## src/rtl/mul_selftest_ctrl.sv

```systemverilog
// mul_selftest_ctrl: runs the float64 multiply checker through RUNS back-to-back
// ap_ctrl_hs invocations and reduces the returned mismatch counts to one verdict.
module mul_selftest_ctrl #(
   parameter int unsigned RUNS    = 4,
   parameter int unsigned TIMEOUT = 4096
) (
   input  logic        ap_clk,
   input  logic        ap_rst,
   input  logic        start,
   output logic        busy,
   output logic        done,
   output logic        pass,
   output logic        timeout,
   output logic        inconsistent,
   output logic [31:0] err_total,
   output logic [7:0]  run_count,
   output logic        dut_ap_start,
   input  logic        dut_ap_done,
   input  logic        dut_ap_idle,
   input  logic        dut_ap_ready,
   input  logic [31:0] dut_ap_return
);

   localparam logic [7:0]  RUNS_C    = 8'(RUNS);
   localparam logic [19:0] WDOG_LAST = 20'(TIMEOUT - 1);

   typedef enum logic [2:0] {
      S_IDLE      = 3'd0,
      S_WAIT_IDLE = 3'd1,
      S_RUN       = 3'd2,
      S_ACCUM     = 3'd3,
      S_FINISH    = 3'd4
   } state_t;

   state_t      state_q, state_d;
   logic        busy_q, busy_d;
   logic        done_q, done_d;
   logic        pass_q, pass_d;
   logic        timeout_q, timeout_d;
   logic        incons_q, incons_d;
   logic [31:0] err_total_q, err_total_d;
   logic [31:0] ret_q, ret_d;
   logic [31:0] first_q, first_d;
   logic [7:0]  run_count_q, run_count_d;
   logic [19:0] wdog_q, wdog_d;

   function automatic logic [31:0] sat_add32(input logic [31:0] a, input logic [31:0] b);
      logic [32:0] s;
      s = {1'b0, a} + {1'b0, b};
      if (s[32]) begin
         sat_add32 = 32'hFFFF_FFFF;
      end else begin
         sat_add32 = s[31:0];
      end
   endfunction

   // Next-state and datapath update; the verdict is formed on entry to FINISH.
   always_comb begin
      state_d     = state_q;
      pass_d      = pass_q;
      timeout_d   = timeout_q;
      incons_d    = incons_q;
      err_total_d = err_total_q;
      ret_d       = ret_q;
      first_d     = first_q;
      run_count_d = run_count_q;
      wdog_d      = wdog_q;

      case (state_q)
         S_IDLE: begin
            if (start) begin
               state_d     = S_WAIT_IDLE;
               pass_d      = 1'b0;
               timeout_d   = 1'b0;
               incons_d    = 1'b0;
               err_total_d = 32'd0;
               run_count_d = 8'd0;
               first_d     = 32'd0;
               wdog_d      = 20'd0;
            end else begin
               state_d = S_IDLE;
            end
         end
         S_WAIT_IDLE: begin
            if (dut_ap_idle) begin
               state_d = S_RUN;
               wdog_d  = 20'd0;
            end else if (wdog_q == WDOG_LAST) begin
               state_d   = S_FINISH;
               timeout_d = 1'b1;
               pass_d    = 1'b0;
            end else begin
               wdog_d = wdog_q + 20'd1;
            end
         end
         S_RUN: begin
            // ap_ready must only ever accompany ap_done on this checker.
            if (dut_ap_ready && !dut_ap_done) begin
               incons_d = 1'b1;
            end else begin
               incons_d = incons_q;
            end
            if (dut_ap_done) begin
               state_d = S_ACCUM;
               ret_d   = dut_ap_return;
               wdog_d  = 20'd0;
            end else if (wdog_q == WDOG_LAST) begin
               state_d   = S_FINISH;
               timeout_d = 1'b1;
               pass_d    = 1'b0;
            end else begin
               wdog_d = wdog_q + 20'd1;
            end
         end
         S_ACCUM: begin
            err_total_d = sat_add32(err_total_q, ret_q);
            run_count_d = run_count_q + 8'd1;
            wdog_d      = 20'd0;
            if (run_count_q == 8'd0) begin
               first_d = ret_q;
            end else if (ret_q != first_q) begin
               incons_d = 1'b1;
            end else begin
               incons_d = incons_q;
            end
            if (run_count_d == RUNS_C) begin
               state_d = S_FINISH;
               pass_d  = (err_total_d == 32'd0) && !timeout_q && !incons_d;
            end else begin
               state_d = S_WAIT_IDLE;
            end
         end
         S_FINISH: begin
            state_d = S_IDLE;
         end
         default: begin
            state_d = S_IDLE;
         end
      endcase

      busy_d = (state_d != S_IDLE);
      done_d = (state_d == S_FINISH);
   end

   // State and result registers, cleared by the synchronous reset.
   always_ff @(posedge ap_clk) begin
      if (ap_rst) begin
         state_q     <= S_IDLE;
         busy_q      <= 1'b0;
         done_q      <= 1'b0;
         pass_q      <= 1'b0;
         timeout_q   <= 1'b0;
         incons_q    <= 1'b0;
         err_total_q <= 32'd0;
         ret_q       <= 32'd0;
         first_q     <= 32'd0;
         run_count_q <= 8'd0;
         wdog_q      <= 20'd0;
      end else begin
         state_q     <= state_d;
         busy_q      <= busy_d;
         done_q      <= done_d;
         pass_q      <= pass_d;
         timeout_q   <= timeout_d;
         incons_q    <= incons_d;
         err_total_q <= err_total_d;
         ret_q       <= ret_d;
         first_q     <= first_d;
         run_count_q <= run_count_d;
         wdog_q      <= wdog_d;
      end
   end

   assign dut_ap_start = (state_q == S_RUN);
   assign busy         = busy_q;
   assign done         = done_q;
   assign pass         = pass_q;
   assign timeout      = timeout_q;
   assign inconsistent = incons_q;
   assign err_total    = err_total_q;
   assign run_count    = run_count_q;

endmodule

```

## config.mk

```make
export PLATFORM = sky130hd
export DESIGN_NAME = mul_selftest_ctrl
export DESIGN_NICKNAME = d
export VERILOG_FILES = /design/src/rtl/mul_selftest_ctrl.sv
export SDC_FILE = /design/constraint.sdc
export NUM_CORES = 1
export LEC_CHECK = 0
export BUFFER_PORTS_ARGS = -buffer_cell sky130_fd_sc_hd__buf_2
export CAP_MARGIN = 10
export CORE_MARGIN = 2
export CORE_UTILIZATION = 50
export CTS_CLUSTER_SIZE = 30
export DETAILED_ROUTE_END_ITERATION = 8
export MAX_ROUTING_LAYER = met4
export PLACE_DENSITY = 0.7
export SYNTH_ARGS = -nofsm -noshare
export SYNTH_HDL_FRONTEND = slang
export SYNTH_SLANG_ARGS = --single-unit
```

## constraint.sdc

```tcl
create_clock -name ap_clk -period 4.91 [get_ports ap_clk]
set_clock_uncertainty 0.15 [all_clocks]
set_input_delay 0 -clock ap_clk [delete_from_list [all_inputs] [get_ports ap_clk]]
set_output_delay 0 -clock ap_clk [all_outputs]
set_load 0.01 [all_outputs]
```

==> reports/metrics.cfg <==
[run_status]
status = completed

[die]
die_area_sq_um = 16240
core_sq_um = 15030
die_width_um = 127.4
initial_core_util = 0.5068
num_rows = 45
fp.dieH_um = 127.4
pin_count = 84

[grt]
grt_pass1_wl_um = 34220
grt_pass1_vias = 6779
grt_max_degree = 96
grt.overflow.total = 0
grt_antenna_before_repair = 0
grt_usage = 0.2722

[min_path]
min_path_cells = 6
hp-start = dut_ap_ready
whs_endpoint = inconsistent
hp-class = primary input to flip-flop

[pwr]
leakage_nw = 3.634
vdd_drop_max_mv = 0.2606
swShare = 0.2377
p_sw_w = 0.0006447
internal_power_w = 0.002068
combPwrFrac = 0.085
seq_power_share = 0.409
clkPwrFrac = 0.507
power_density_nw_per_um2 = 297.1

[setup_path]
crit_path_end_kind = flip-flop
critical-path-top-delay-family = compound AO/OA/AOI/OAI gates
r2r_start = ret_q[0]
crit_path_max_incr_delay_ns = 0.68
path_class = flip-flop to flip-flop
crit_fanout = 12
rrSetupSlack_ns = 1.22
startpoint_type = flip-flop
path_buf_inv = 1
r2r-end = err_total[28]
worstPathCellList = ha_1, fa_1, a211oi_2, or3_4, a31oi_4, o211ai_2, a21oi_2, o21ai_2, nand2_1, a31oi_2, buf_4, a311oi_1
cp.required_ns = 5.00
arrival_ns = 3.78
crit_slowest_cell = a31oi_2
reg2reg_depth = 12

[sta]
max_slew_margin = 0.3298
fin_setup_tns_ns = 0
finalSetupViolCount = 0
clock.fmax_ghz = 0.2713
maxSlewViolCount = 0
rsz0062_at_grt = false
worst-slew-pin-transition_ns = 1.005
finalHoldViolCount = 0
post-route-period-util = 0.7507
finalCriticalPeriod_ns = 3.686
timing.final.ws_setup_ns = 1.224

[detailed_routing]
drc_errors = 0
ant_nets = 0
dr.pass1.iters = 5
avgRoutedWirePerCell_um = 16.94
wirelength_um = 21450
drtIter0Drc = 486
num_vias = 7448
vias_per_cell = 5.883

[placement]
hpwl_um = 14740
place.gp.congestion = 0.9459
port_buffers = 83
dp_slack_ns = 1.262

[final_layout]
fin_nets = 1141
final_common_cell = nand2_1
drive_gt1_frac = 0.1456
multi_input_area_sq_um = 4727
nFillCells = 1402
syn_to_final_growth_pct = 19.86
final_cell_mix = 151 x nand2_1, 139 x a21oi_1, 132 x dfxtp_1
diodes = 0
regArea_sq_um = 2643

[yosys]
netlist_area_sq_um = 7619
synth_fp_nets = 1048
seq_area_frac_synth = 0.3469
synth.distinct_cells = 79
synth.top_cells.by_area = dfxtp_1 35%, a21oi_1 9.1%, nand2_1 7.4%, ha_1 5.9%, xnor2_1 5.2%
ys_seq_elements = 132
ys_async_sr_fraction = 0
yosysWarnings = 0
synth_top_area_share = 0.3469
synthFlopType = dfxtp_1
yosysTopAreaCell = dfxtp_1
avgSynthCellArea_sq_um = 7.830
syn_inst = 973
synth_edf_count = 0

[clocking]
cts-hold-fix-buffers = 36
cts_max_path_buffers = 2
cts_tree = built
cts.sinks = 132
postCtsSetupRepairBufs = 0
ctsResizeCount = 0
numCtsBuffers = 17
clkLatencyLatePin_ns = 0.43
htreeDepth = 4
cts.clk_slew.worst_paths_ns = 0.06
cts-root-buf = clkbuf_16

[job]
maxCapViolations = 0

==> routing by layer <==
layer	global-route usage	share of wire	up-vias
met5	-	0	-
met4	0.08274	0.018	0
met3	0.05737	0.048	22
met2	0.4354	0.47	198
met1	0.3470	0.46	3518
li1	-	-	3710
==> cells by family after synthesis <==
family / count (synthesis) / synth area share
adders and majority gates: 37 / 0.06175
buffers and inverters: 66 / 0.03416
AOI/OAI and AO/OA: 278 / 0.2321
DFF: 132 / 0.3469
muxes: 3 / 0.004598
and+or+nand+nor: 396 / 0.2505
xor gates and xnor gates: 61 / 0.07013
==> power by group through the flow <==
| stage | Clock, W | Sequential (W) | Combinational (W) |
|---|---|---|---|
| after CTS | 0.00139 | 0.00111 | 0.000226 |
| after global placement | 0 | 0.00113 | 0.000202 |
| after detailed placement | 0 | 0.00113 | 0.000203 |
| after floorplan | 0 | 0.00113 | 0.000139 |
| after global routing | 0.00144 | 0.00111 | 0.000252 |
| final | 0.00137 | 0.00111 | 0.000229 |
==> sequential cells by signal, indices dropped and copies added (netlist names) <==
signal        count
wdog_q           20
ret_q            32
inconsistent      1
timeout           1
busy              1
state_q           3
run_count         8
pass              1
err_total        32
first_q          32
done              1
==> how the worst max path moves through the flow <==
stage                       from       endpoint  depth (start not counted)
finish                  ret_q[0]  err_total[28]                         12
global route            ret_q[0]  err_total[28]                         12
CTS                     ret_q[0]  err_total[28]                         12
detailed placement      ret_q[0]  err_total[28]                         12
global placement        ret_q[0]  err_total[28]                         12
floorplan           err_total[0]           pass                         12
==> stage by stage <==
stage / cells / power [W] / utilization / area, sq um / hold slack (ns)
after global placement: 1199 / 0.001334 / 0.5409 / 8132 / 0.09338
after CTS: 1266 / 0.002726 / 0.6074 / 9131 / 0.05279
after detailed placement: 1199 / 0.001335 / 0.5409 / 8132 / 0.09514
after floorplan: 973 / 0.001265 / - / 7619 / -0.06552
final: 1266 / 0.002713 / 0.6074 / 9131 / 0.08535
after global routing: 1266 / 0.002801 / 0.6074 / 9131 / 0.1509
==> area by class of cell <==
| class | instances | share of cell area |
|---|---|---|
| clock buffer | 20 | 0.05111 |
| sequential | 132 | 0.2894 |
| timing repair buffer | 127 | 0.09181 |
| multi-input combinational | 775 | 0.5177 |
| tap | 188 | 0.02576 |
| inverter | 13 | 0.005344 |
| clock inverter | 11 | 0.01891 |
==> tightest hold or removal path, delay by kind of cell <==
| family | cells | cell delay (ns) |
|---|---|---|
| AOI/OAI and AO/OA | 3 | 0.31 |
| buffers and inverters | 1 | 0.09 |
| and+or+nand+nor | 2 | 0.21 |
==> cell usage after synthesis, types with 16 or more instances <==
master      n
nand2_1   151
a21oi_1   139
dfxtp_1   132
nor2_1     67
nand3_1    53
clkbuf_1   45
xnor2_1    45
ha_1       36
nor3_1     31
o21ai_0    28
nand4_1    18
xor2_1     16
No activity file was read; power rests on OpenSTA's default activity.
